**src/rtl/hazard_unit_mc_if.sv**
```systemverilog
// ---------------------------------------------------------------------------
// hazard_unit_mc_if
//   Bundle of every signal exchanged between the 5-stage pipeline (plus the
//   multi-cycle mul/div unit) and the hazard/forwarding controller.
//
//   master : pipeline side. It drives the D/E/M/W register fields and the
//            multi-cycle unit status. It receives the forwarding selects,
//            the stall/flush controls and the scoreboard view.
//   slave  : hazard_unit_mc side. It has the opposite directions.
//
//   Parameters
//     NUM_REGS : number of architectural registers (x0 hardwired to zero)
//     REG_AW   : register address width, clog2(NUM_REGS)
// ---------------------------------------------------------------------------
interface hazard_unit_mc_if #(
  parameter int NUM_REGS = 32,
  parameter int REG_AW   = 5
);

  // Decode stage
  logic [REG_AW-1:0]   rs1D_addr_i;
  logic [REG_AW-1:0]   rs2D_addr_i;
  logic                rs1D_used_i;
  logic                rs2D_used_i;
  logic [REG_AW-1:0]   rdD_addr_i;
  logic                rdD_wr_ena_i;
  logic                mcD_i;

  // Execute stage
  logic [REG_AW-1:0]   rs1E_addr_i;
  logic [REG_AW-1:0]   rs2E_addr_i;
  logic [REG_AW-1:0]   rdE_addr_i;
  logic                loadE_i;
  logic                mc_issueE_i;

  // Memory / writeback stages
  logic [REG_AW-1:0]   rdM_addr_i;
  logic                rdM_wr_ena_i;
  logic [REG_AW-1:0]   rdW_addr_i;
  logic                rdW_wr_ena_i;

  // Multi-cycle unit completion and branch resolution
  logic                mc_done_i;
  logic [REG_AW-1:0]   mc_rd_addr_i;
  logic                wrong_branch_i;

  // Controller outputs
  logic [1:0]          forwardAE_o;
  logic [1:0]          forwardBE_o;
  logic                stallF_o;
  logic                stallD_o;
  logic                flushD_o;
  logic                flushE_o;
  logic                mc_busy_o;
  logic [NUM_REGS-1:0] pending_o;

  modport master (
    output rs1D_addr_i, rs2D_addr_i, rs1D_used_i, rs2D_used_i,
    output rdD_addr_i, rdD_wr_ena_i, mcD_i,
    output rs1E_addr_i, rs2E_addr_i, rdE_addr_i, loadE_i, mc_issueE_i,
    output rdM_addr_i, rdM_wr_ena_i, rdW_addr_i, rdW_wr_ena_i,
    output mc_done_i, mc_rd_addr_i, wrong_branch_i,
    input  forwardAE_o, forwardBE_o, stallF_o, stallD_o,
    input  flushD_o, flushE_o, mc_busy_o, pending_o
  );

  modport slave (
    input  rs1D_addr_i, rs2D_addr_i, rs1D_used_i, rs2D_used_i,
    input  rdD_addr_i, rdD_wr_ena_i, mcD_i,
    input  rs1E_addr_i, rs2E_addr_i, rdE_addr_i, loadE_i, mc_issueE_i,
    input  rdM_addr_i, rdM_wr_ena_i, rdW_addr_i, rdW_wr_ena_i,
    input  mc_done_i, mc_rd_addr_i, wrong_branch_i,
    output forwardAE_o, forwardBE_o, stallF_o, stallD_o,
    output flushD_o, flushE_o, mc_busy_o, pending_o
  );

endinterface

```
**src/rtl/hazard_unit_mc.sv**
```systemverilog
// ---------------------------------------------------------------------------
// hazard_unit_mc
//   Hazard and forwarding controller for the 5-stage RISC-V pipeline. It
//   works with one multi-cycle execution unit (mul/div).
//
//   Functions
//     - E-stage operand forwarding from M (highest priority) and W.
//     - Load-use stall that inserts LOAD_STALL bubbles, counted in ld_cnt_q.
//     - A per-register scoreboard of results still owed by the multi-cycle
//       unit. It gives RAW and WAW stalls for the D-stage instruction.
//     - A structural stall when a multi-cycle op reaches D while the unit
//       is busy.
//     - Operand-used qualifiers, so that an unused rs field never stalls.
//     - Branch mispredict flush. It has priority over every stall.
//
//   Ports
//     clk_i, rst_i : clock and asynchronous active-high reset
//     hz           : hazard_unit_mc_if.slave. It carries the pipeline
//                    fields, the multi-cycle unit status, the forwarding
//                    selects (00 regfile, 01 W, 10 M), the stall/flush
//                    controls, mc_busy_o and the pending_o scoreboard view.
//
//   Parameters
//     NUM_REGS   : architectural registers (x0 hardwired zero)
//     REG_AW     : register address width, must equal clog2(NUM_REGS)
//     LOAD_STALL : bubbles per load-use hazard, 1..15
// ---------------------------------------------------------------------------
module hazard_unit_mc #(
  parameter int NUM_REGS   = 32,
  parameter int REG_AW     = 5,
  parameter int LOAD_STALL = 1
) (
  input  logic             clk_i,
  input  logic             rst_i,
  hazard_unit_mc_if.slave  hz
);

  // Reject illegal parameter sets at elaboration time.
  if (REG_AW != $clog2(NUM_REGS)) begin : g_bad_reg_aw
    $error("hazard_unit_mc: REG_AW must equal clog2(NUM_REGS)");
  end
  if ((LOAD_STALL < 1) || (LOAD_STALL > 15)) begin : g_bad_load_stall
    $error("hazard_unit_mc: LOAD_STALL must be in 1..15");
  end

  localparam logic [3:0] LD_RELOAD = 4'(LOAD_STALL - 1);

  // -------------------------------------------------------------------------
  // Helper functions
  // -------------------------------------------------------------------------

  // Forwarding select for one E-stage source. M is checked before W so that
  // the younger in-flight value wins. x0 is never forwarded.
  function automatic logic [1:0] fwd_sel(
    input logic [REG_AW-1:0] rs,
    input logic [REG_AW-1:0] rd_m,
    input logic              wen_m,
    input logic [REG_AW-1:0] rd_w,
    input logic              wen_w
  );
    logic [1:0] sel;
    sel = 2'b00;
    if (rs != '0) begin
      if (wen_m && (rs == rd_m)) begin
        sel = 2'b10;
      end else if (wen_w && (rs == rd_w)) begin
        sel = 2'b01;
      end
    end
    return sel;
  endfunction

  // True when the D-stage instruction really reads register r. x0 never
  // hits, because reading it can never depend on an older instruction.
  function automatic logic src_hit(
    input logic [REG_AW-1:0] r,
    input logic [REG_AW-1:0] a1,
    input logic              u1,
    input logic [REG_AW-1:0] a2,
    input logic              u2
  );
    return (r != '0) && ((u1 && (a1 == r)) || (u2 && (a2 == r)));
  endfunction

  // -------------------------------------------------------------------------
  // State
  // -------------------------------------------------------------------------
  logic [NUM_REGS-1:0] pending_q, pending_d;
  logic                busy_q,    busy_d;
  logic [3:0]          ld_cnt_q,  ld_cnt_d;

  logic ld_hit;
  logic ld_stall;
  logic sb_stall;
  logic mc_stall;
  logic stall;

  // -------------------------------------------------------------------------
  // Forwarding
  // -------------------------------------------------------------------------
  assign hz.forwardAE_o = fwd_sel(hz.rs1E_addr_i, hz.rdM_addr_i, hz.rdM_wr_ena_i,
                                  hz.rdW_addr_i, hz.rdW_wr_ena_i);
  assign hz.forwardBE_o = fwd_sel(hz.rs2E_addr_i, hz.rdM_addr_i, hz.rdM_wr_ena_i,
                                  hz.rdW_addr_i, hz.rdW_wr_ena_i);

  // -------------------------------------------------------------------------
  // Hazard detection
  // -------------------------------------------------------------------------

  // A new load-use hazard is only recognised when the counter is idle. While
  // the counter runs, the load has already moved on and E holds a bubble.
  assign ld_hit   = hz.loadE_i
                  && src_hit(hz.rdE_addr_i, hz.rs1D_addr_i, hz.rs1D_used_i,
                             hz.rs2D_addr_i, hz.rs2D_used_i)
                  && (ld_cnt_q == 4'd0);
  assign ld_stall = ld_hit || (ld_cnt_q != 4'd0);

  // The scoreboard stall looks only at registered pending bits. A result
  // that completes this cycle is still stalled on. The D instruction reads
  // the regfile one cycle later, so it then sees the written value.
  always_comb begin
    sb_stall = 1'b0;
    for (int r = 1; r < NUM_REGS; r++) begin
      if (pending_q[r]
          && (src_hit(REG_AW'(r), hz.rs1D_addr_i, hz.rs1D_used_i,
                      hz.rs2D_addr_i, hz.rs2D_used_i)
              || (hz.rdD_wr_ena_i && (hz.rdD_addr_i == REG_AW'(r))))) begin
        sb_stall = 1'b1;
      end
    end
  end

  assign mc_stall = hz.mcD_i && busy_q;
  assign stall    = ld_stall || sb_stall || mc_stall;

  // -------------------------------------------------------------------------
  // Stall / flush controls
  // -------------------------------------------------------------------------

  // A mispredict discards the wrong-path D instruction. A stall of that
  // instruction is therefore pointless, so the flush overrides it.
  always_comb begin
    hz.stallF_o = 1'b0;
    hz.stallD_o = 1'b0;
    hz.flushD_o = 1'b0;
    hz.flushE_o = 1'b0;
    if (hz.wrong_branch_i) begin
      hz.flushD_o = 1'b1;
      hz.flushE_o = 1'b1;
    end else begin
      hz.stallF_o = stall;
      hz.stallD_o = stall;
      hz.flushE_o = stall;
    end
  end

  // -------------------------------------------------------------------------
  // Next-state logic
  // -------------------------------------------------------------------------
  always_comb begin
    ld_cnt_d = 4'd0;
    if (hz.wrong_branch_i) begin
      ld_cnt_d = 4'd0;
    end else if (ld_hit) begin
      ld_cnt_d = LD_RELOAD;
    end else if (ld_cnt_q != 4'd0) begin
      ld_cnt_d = ld_cnt_q - 4'd1;
    end
  end

  // The clear is applied before the set, so an issue to the register that
  // completes in the same cycle keeps its bit. The scoreboard is never
  // flushed by a mispredict, because the issuing instruction was already
  // valid in E.
  always_comb begin
    pending_d = pending_q;
    if (hz.mc_done_i) begin
      pending_d[hz.mc_rd_addr_i] = 1'b0;
    end
    if (hz.mc_issueE_i && (hz.rdE_addr_i != '0)) begin
      pending_d[hz.rdE_addr_i] = 1'b1;
    end
    pending_d[0] = 1'b0;
  end

  // An issue in the same cycle as a completion leaves the unit occupied.
  assign busy_d = hz.mc_issueE_i || (busy_q && !hz.mc_done_i);

  // -------------------------------------------------------------------------
  // Registers
  // -------------------------------------------------------------------------
  always_ff @(posedge clk_i or posedge rst_i) begin
    if (rst_i) begin
      pending_q <= '0;
      busy_q    <= 1'b0;
      ld_cnt_q  <= 4'd0;
    end else begin
      pending_q <= pending_d;
      busy_q    <= busy_d;
      ld_cnt_q  <= ld_cnt_d;
    end
  end

  assign hz.mc_busy_o = busy_q;
  assign hz.pending_o = pending_q;

endmodule

```
**src/flat_wrapper.sv**
```systemverilog
// flat-port wrapper written by rule: the top's interface ports become plain ports
module hazard_unit_mc_flat 
#(
  parameter int NUM_REGS   = 32,
  parameter int REG_AW     = 5,
  parameter int LOAD_STALL = 1
)
  (clk_i, rst_i, hz_rs1D_addr_i, hz_rs2D_addr_i, hz_rs1D_used_i, hz_rs2D_used_i, hz_rdD_addr_i, hz_rdD_wr_ena_i, hz_mcD_i, hz_rs1E_addr_i, hz_rs2E_addr_i, hz_rdE_addr_i, hz_loadE_i, hz_mc_issueE_i, hz_rdM_addr_i, hz_rdM_wr_ena_i, hz_rdW_addr_i, hz_rdW_wr_ena_i, hz_mc_done_i, hz_mc_rd_addr_i, hz_wrong_branch_i, hz_forwardAE_o, hz_forwardBE_o, hz_stallF_o, hz_stallD_o, hz_flushD_o, hz_flushE_o, hz_mc_busy_o, hz_pending_o);
  hazard_unit_mc_if #(.NUM_REGS(NUM_REGS), .REG_AW(REG_AW)) hz_i ();
  input  logic clk_i;
  input  logic rst_i;
  input wire logic [$bits(hz_i.rs1D_addr_i)-1:0] hz_rs1D_addr_i;
  input wire logic [$bits(hz_i.rs2D_addr_i)-1:0] hz_rs2D_addr_i;
  input wire logic [$bits(hz_i.rs1D_used_i)-1:0] hz_rs1D_used_i;
  input wire logic [$bits(hz_i.rs2D_used_i)-1:0] hz_rs2D_used_i;
  input wire logic [$bits(hz_i.rdD_addr_i)-1:0] hz_rdD_addr_i;
  input wire logic [$bits(hz_i.rdD_wr_ena_i)-1:0] hz_rdD_wr_ena_i;
  input wire logic [$bits(hz_i.mcD_i)-1:0] hz_mcD_i;
  input wire logic [$bits(hz_i.rs1E_addr_i)-1:0] hz_rs1E_addr_i;
  input wire logic [$bits(hz_i.rs2E_addr_i)-1:0] hz_rs2E_addr_i;
  input wire logic [$bits(hz_i.rdE_addr_i)-1:0] hz_rdE_addr_i;
  input wire logic [$bits(hz_i.loadE_i)-1:0] hz_loadE_i;
  input wire logic [$bits(hz_i.mc_issueE_i)-1:0] hz_mc_issueE_i;
  input wire logic [$bits(hz_i.rdM_addr_i)-1:0] hz_rdM_addr_i;
  input wire logic [$bits(hz_i.rdM_wr_ena_i)-1:0] hz_rdM_wr_ena_i;
  input wire logic [$bits(hz_i.rdW_addr_i)-1:0] hz_rdW_addr_i;
  input wire logic [$bits(hz_i.rdW_wr_ena_i)-1:0] hz_rdW_wr_ena_i;
  input wire logic [$bits(hz_i.mc_done_i)-1:0] hz_mc_done_i;
  input wire logic [$bits(hz_i.mc_rd_addr_i)-1:0] hz_mc_rd_addr_i;
  input wire logic [$bits(hz_i.wrong_branch_i)-1:0] hz_wrong_branch_i;
  output wire logic [$bits(hz_i.forwardAE_o)-1:0] hz_forwardAE_o;
  output wire logic [$bits(hz_i.forwardBE_o)-1:0] hz_forwardBE_o;
  output wire logic [$bits(hz_i.stallF_o)-1:0] hz_stallF_o;
  output wire logic [$bits(hz_i.stallD_o)-1:0] hz_stallD_o;
  output wire logic [$bits(hz_i.flushD_o)-1:0] hz_flushD_o;
  output wire logic [$bits(hz_i.flushE_o)-1:0] hz_flushE_o;
  output wire logic [$bits(hz_i.mc_busy_o)-1:0] hz_mc_busy_o;
  output wire logic [$bits(hz_i.pending_o)-1:0] hz_pending_o;
  assign hz_i.rs1D_addr_i = hz_rs1D_addr_i;
  assign hz_i.rs2D_addr_i = hz_rs2D_addr_i;
  assign hz_i.rs1D_used_i = hz_rs1D_used_i;
  assign hz_i.rs2D_used_i = hz_rs2D_used_i;
  assign hz_i.rdD_addr_i = hz_rdD_addr_i;
  assign hz_i.rdD_wr_ena_i = hz_rdD_wr_ena_i;
  assign hz_i.mcD_i = hz_mcD_i;
  assign hz_i.rs1E_addr_i = hz_rs1E_addr_i;
  assign hz_i.rs2E_addr_i = hz_rs2E_addr_i;
  assign hz_i.rdE_addr_i = hz_rdE_addr_i;
  assign hz_i.loadE_i = hz_loadE_i;
  assign hz_i.mc_issueE_i = hz_mc_issueE_i;
  assign hz_i.rdM_addr_i = hz_rdM_addr_i;
  assign hz_i.rdM_wr_ena_i = hz_rdM_wr_ena_i;
  assign hz_i.rdW_addr_i = hz_rdW_addr_i;
  assign hz_i.rdW_wr_ena_i = hz_rdW_wr_ena_i;
  assign hz_i.mc_done_i = hz_mc_done_i;
  assign hz_i.mc_rd_addr_i = hz_mc_rd_addr_i;
  assign hz_i.wrong_branch_i = hz_wrong_branch_i;
  assign hz_forwardAE_o = hz_i.forwardAE_o;
  assign hz_forwardBE_o = hz_i.forwardBE_o;
  assign hz_stallF_o = hz_i.stallF_o;
  assign hz_stallD_o = hz_i.stallD_o;
  assign hz_flushD_o = hz_i.flushD_o;
  assign hz_flushE_o = hz_i.flushE_o;
  assign hz_mc_busy_o = hz_i.mc_busy_o;
  assign hz_pending_o = hz_i.pending_o;
  hazard_unit_mc #(.NUM_REGS(NUM_REGS), .REG_AW(REG_AW), .LOAD_STALL(LOAD_STALL)) u_core (.clk_i(clk_i), .rst_i(rst_i), .hz(hz_i));
endmodule
```
**config.mk**
```make
export PLATFORM = sky130hd
export DESIGN_NAME = hazard_unit_mc_flat
export DESIGN_NICKNAME = d
export VERILOG_FILES = /design/src/rtl/hazard_unit_mc_if.sv /design/src/rtl/hazard_unit_mc.sv /design/src/flat_wrapper.sv
export SDC_FILE = /design/constraint.sdc
export NUM_CORES = 1
export LEC_CHECK = 0
export CELL_PAD_IN_SITES_DETAIL_PLACEMENT = 0
export CELL_PAD_IN_SITES_GLOBAL_PLACEMENT = 1
export CORE_UTILIZATION = 45
export CTS_BUF_LIST = sky130_fd_sc_hd__clkbuf_8 sky130_fd_sc_hd__clkbuf_16
export DETAILED_ROUTE_END_ITERATION = 12
export DONT_BUFFER_PORTS = 1
export PLACE_DENSITY = 0.84
export SLEW_MARGIN = 0
export SYNTH_ARGS = -nofsm -noshare
export SYNTH_HDL_FRONTEND = slang
export SYNTH_SLANG_ARGS = --single-unit
```
**constraint.sdc**
```tcl
create_clock -name clk_i -period 6.42 [get_ports clk_i]
set_clock_uncertainty 0.15 [all_clocks]
set_input_delay 0.321 -clock clk_i [delete_from_list [all_inputs] [get_ports clk_i]]
set_output_delay 0.321 -clock clk_i [all_outputs]
set_load 0.05 [all_outputs]
```
# ---- After elaboration in Yosys (flattened, before gate mapping)
# Cells that the tools add are included.
dict set report totals {
  reg_bits 36
  in_bits 57
  output_inout_bits 41
  wordCells 370
}
dict set report op_classes {
  add_sub_neg 1
  magnitude_cmp 4
  eq_ne 99
  n_mux 49
  bitwise_logic 3
  reduce_logical 211
}
# op count
set op_table {}
lappend op_table {{equality test 5 bit, second input constant} 48}
lappend op_table {{logical AND 1 bit} 138}
lappend op_table {{equality test 5 x 4 -> 1 bit, second input constant} 24}
lappend op_table {{logical OR 1 bit} 67}
lappend op_table {{two-way mux 32 bit} 2}
lappend op_table {{equality test 5 x 3 -> 1 bit, second input constant} 12}
lappend op_table {{two-way mux 1 bit} 38}
lappend op_table {{AND 32 bit} 1}
lappend op_table {{NOT 32 bit} 1}
lappend op_table {{bitwise OR 32 bit} 1}
lappend op_table {{equality test 5 x 2 -> 1 bit, second input constant} 6}
lappend op_table {{equality test 5 bit} 6}
lappend op_table {{equality test 5 x 1 -> 1 bit, second input constant} 3}
lappend op_table {{nonzero test 5 bit} 3}
lappend op_table {{less-than comparator 5 x 6 -> 1 bit, second input constant} 2}
lappend op_table {{two-way mux 4 bit} 3}
lappend op_table {{demux 1 bit (select 5 bit)} 2}
lappend op_table {{greater-or-equal comparator 5 x 1 -> 1 bit, second input constant} 2}
lappend op_table {{two-way mux 2 bit} 4}
lappend op_table {{zero test 4 bit} 1}
lappend op_table {{nonzero test 4 bit} 1}
lappend op_table {{subtractor 4 x 1 -> 4 bit, second input constant} 1}
lappend op_table {{zero test 1 bit} 1}

# ---- Longest topological paths before layout
dict set report logic_depth {
  word_depth 39
  mapped_depth 9
  depth_no_buf 8
}

# ---- Worst setup path after synthesis
# OpenSTA, ideal clock, no wires.
dict set report synth_path {
  path_type {reg-to-output}
  from {register u_core.pending_q[4], in the netlist u_core.hz.pending_o[4]}
  to {output hz_stallF_o}
  t_arrival_ps 2837
  t_required_ps 5949
  setup_slack_ps 3112
  stages_incl_launch_ff 8
  path_buffers 1
  path_cell_list {dfrtp_1 or3b_1 a2111oi_0 nor4_1 nand4_1 nor4_2 a31oi_1 buf_4}
}
dict set report synth_between {
  elab_chain_len 32
}
# item line
set synth_rtl {}
lappend synth_rtl {{start: declaration} hazard_unit_mc.sv:88} ;# logic [NUM_REGS-1:0] pending_q, pending_d;
lappend synth_rtl {{start signal: assignment} hazard_unit_mc.sv:198} ;# pending_q <= pending_d;
lappend synth_rtl {{logical AND 1 bit} hazard_unit_mc.sv:125} ;# && (src_hit(REG_AW'(r), hz.rs1D_addr_i, hz.rs1D_used_i,
lappend synth_rtl {{two-way mux 1 bit (28 in series)} hazard_unit_mc.sv:124} ;# if (pending_q[r]
lappend synth_rtl {{logical OR 1 bit (2 in series)} hazard_unit_mc.sv:134} ;# assign stall = ld_stall || sb_stall || mc_stall;
lappend synth_rtl {{two-way mux 1 bit} n/a}
lappend synth_rtl {{end: declaration} flat_wrapper.sv:33} ;# output wire logic [$bits(hz_i.stallF_o)-1:0] hz_stallF_o;
# No other way between the ends.

# ---- Worst setup path in the final report
# Ends and elaborated chain as after synthesis.

==> results.toml <==
[outcome]
status = "completed"

[die]
placementRows = 29
start_util_pct = 46.8
ios = 98
die_h_um = 83.3
design.core.area_mm2 = 0.00635
die_w_um = 83.3
dieArea_mm2 = 0.00694

[yosys]
netlist_instances = 365
yosysWarnings = 0
ys_ff_latch = 36
synth_edf_count = 0
synth_fp_nets = 424
synth_top_area_share_pct = 30.3
syn-cell-area_mm2 = 0.00297
ys_seq_area_share_pct = 30.3
ys_top_cells_by_area = "dfrtp_1 30%, o21ai_0 13%, o22ai_1 5.7%"
ys_async_sr_fraction_pct = 100
synthFlopType = "dfrtp_1"
synth_largest_area_cell = "dfrtp_1"
avgSynthCellArea_um2 = 8.14
ys_types = 51

[pwr]
leakage_nw = 1.04
vdd_drop_max_v = 0.000208
cellPowerDensity_mw_per_mm2 = 303

[cells_and_area]
layout_commonest_cell = "o21ai_0"
drive_gt1_share_pct = 6.48
nNetsFinal = 413
final_cells = 432
final_cell_mix = "75 x o21ai_0, 36 x dfrtp_1, 27 x o22ai_1"
area_growth_pct = 5.01
fill_cells = 625
antenna_cells = 0
final_util_pct = 49.2

[sta]
drv_slew = 0
worst_pin_slew_ns = 1.28
slew_headroom_pct = 14.5
tns_ns = 0
rsz0062_at_grt = "no"
clock.fmax_mhz = 286
finalHoldViolations = 0
fin_ws_ns = 2.92
finalSetupViolCount = 0
finalCriticalPeriod_ns = 3.50
finalCritPeriodShare_pct = 54.5

[critical_path]
critPathCaptureType = "output port"
cp_data_required_time_ns = 5.95
cp.arrival_ns = 3.03
worst-path-max-fanout = 5
crit_type = "reg -> out"
r2r_start = "u_core.ld_cnt_q[0]$_DFF_PP0_"
r2r-end = "u_core.ld_cnt_q[1]$_DFF_PP0_"
rr_worst_depth = 4
reg2reg_slack_ns = 4.97
worst_setup_path_start_kind = "flop"

[min_path]
hold_start = "hz_rdE_addr_i[4]"
hold_path_end = "u_core.hz.pending_o[18]$_DFF_PP0_"
whs_path_depth = 2
min_path_type = "in -> reg"

[global_routing]
grt_pass1_vias = 3101
grt_overflow_total = 0
track_usage_pct = 31.7
grt_start_max_net_pins = 37
antenna_found_initial = 0
grt_pass1_wl_um = 16900

[place]
place.gp.congestion = 1.04
io_buffers = 0
dp.cells = 421
dpl.hpwl_um = 8270
place_ws_ns = 3.26

[clocking]
h-tree-depth = 2
cts.clk_slew.worst_paths_ns = 0.09
cts_buffers = 5
clockBufferDepth = 2
cts_root_buffer = "clkbuf_8"
clock_sinks = 36
worstSkewPairLatency_ns = 0.30
cts_tree = "built"

[drt]
firstDrtPassIters = 6
num_vias = 3106
wl_per_cell_um = 25.3
ant_nets = 0
routed_wl_um = 10900
via_per_inst = 7.19
drc_errors = 0
drt_iter0_drc = 456

[run]
max_cap_viol_count = 0
[layer usage]
layer  up-vias  GRT usage, %  share of wire (%)
met4         0          12.4                3.3
met5         -             0                  0
met1      1460          40.2                 39
met3        34          10.6                 13
li1       1378             -                  -
met2       234          49.8                 44
[synthesized netlist by cell type (8+ instances only)]
cell type and n:
nand3b_1 13, o21ai_0 75, xor2_1 16, xnor2_1 14, dfrtp_1 36, nor4_1 8, buf_2 14, nand4bb_1 9
nand2_1 12, o22ai_1 27, inv_1 8, nand4_1 9, nand3_1 13, nor3_1 8, nand4b_1 10, nor2_1 22
[per-stage QoR]
step                      hold slack (ns)  instance area [um2]  total power (W)
after floorplan                     0.234                 2970         0.000669
after global placement              0.196                 2980         0.000726
after detailed placement            0.200                 2980         0.000729
after CTS                          0.0664                 3120         0.000941
after global routing               0.0826                 3120         0.000982
final                              0.0737                 3120         0.000945
[repair_timing]
item,CTS,global route
hold endpoints to repair,41,0
setup endpoints to repair,0,0
hold buffers,3,0
gates resized for setup,0,0
buffers inserted,0,0
[kinds of logic after synthesis]
family          count (synthesis)  share of synthesized area, %
mux                             2                         0.673
compound gates                127                          24.6
fa+ha+maj                       2                         0.842
other cells                     1                         0.126
flops                          36                          30.3
simple gates                  136                          29.4
buf+inv                        31                          5.26
xor+xnor                       30                          8.84
[area by class of cell]
| cell class | instances | area, um2 | share of cell area [%] |
|---|---|---|---|
| clock buffer | 5 | 68.8 | 2.20 |
| sequential | 36 | 901 | 28.9 |
| multi-input combinational | 298 | 1930 | 62.0 |
| inverter | 8 | 30.0 | 0.962 |
| tap | 77 | 96.3 | 3.09 |
| timing repair buffer | 5 | 45.0 | 1.44 |
| clock inverter | 3 | 46.3 | 1.48 |
[power breakdown]
| part | total (W) | switching [W] | internal [W] |
|---|---|---|---|
| registers | 0.000529 | 0.000251 | 0.000278 |
| logic | 0.000204 | 0.000121 | 0.0000826 |
| clock network | 0.000212 | 0.0000952 | 0.000117 |
| total | 0.000945 | 0.000467 | 0.000478 |
[state kept, by name, summed over array words and instances (netlist names)]
| signal | count |
|---|---|
| u_core.hz.pending_o | 31 |
| u_core.hz.mc_busy_o | 1 |
| u_core.ld_cnt_q | 4 |
[how the worst max path moves through the flow]
stage | start | endpoint | slack, ns | depth (start not counted)
6_report | u_core.hz.pending_o[4]$_DFF_PP0_ | hz_stallF_o | 2.92 | 6
5_1_grt | u_core.hz.pending_o[4]$_DFF_PP0_ | hz_stallF_o | 2.79 | 6
4_1_cts | u_core.hz.pending_o[4]$_DFF_PP0_ | hz_stallF_o | 2.91 | 6
3_5_place_dp | u_core.hz.pending_o[4]$_DFF_PP0_ | hz_stallF_o | 3.26 | 6
3_3_place_gp | u_core.hz.pending_o[4]$_DFF_PP0_ | hz_stallD_o | 3.29 | 6
2_1_floorplan | u_core.hz.pending_o[4]$_DFF_PP0_ | hz_stallF_o | 3.11 | 7
[critical path: stages, from the launching register on]
cell,delay (ns)
dfrtp_1,0.70
or3b_1,0.40
a2111oi_0,0.40
nor4_1,0.10
nand4_1,0.12
nor4_2,0.08
a31oi_2,0.92
(Power assumes the default switching activity.)
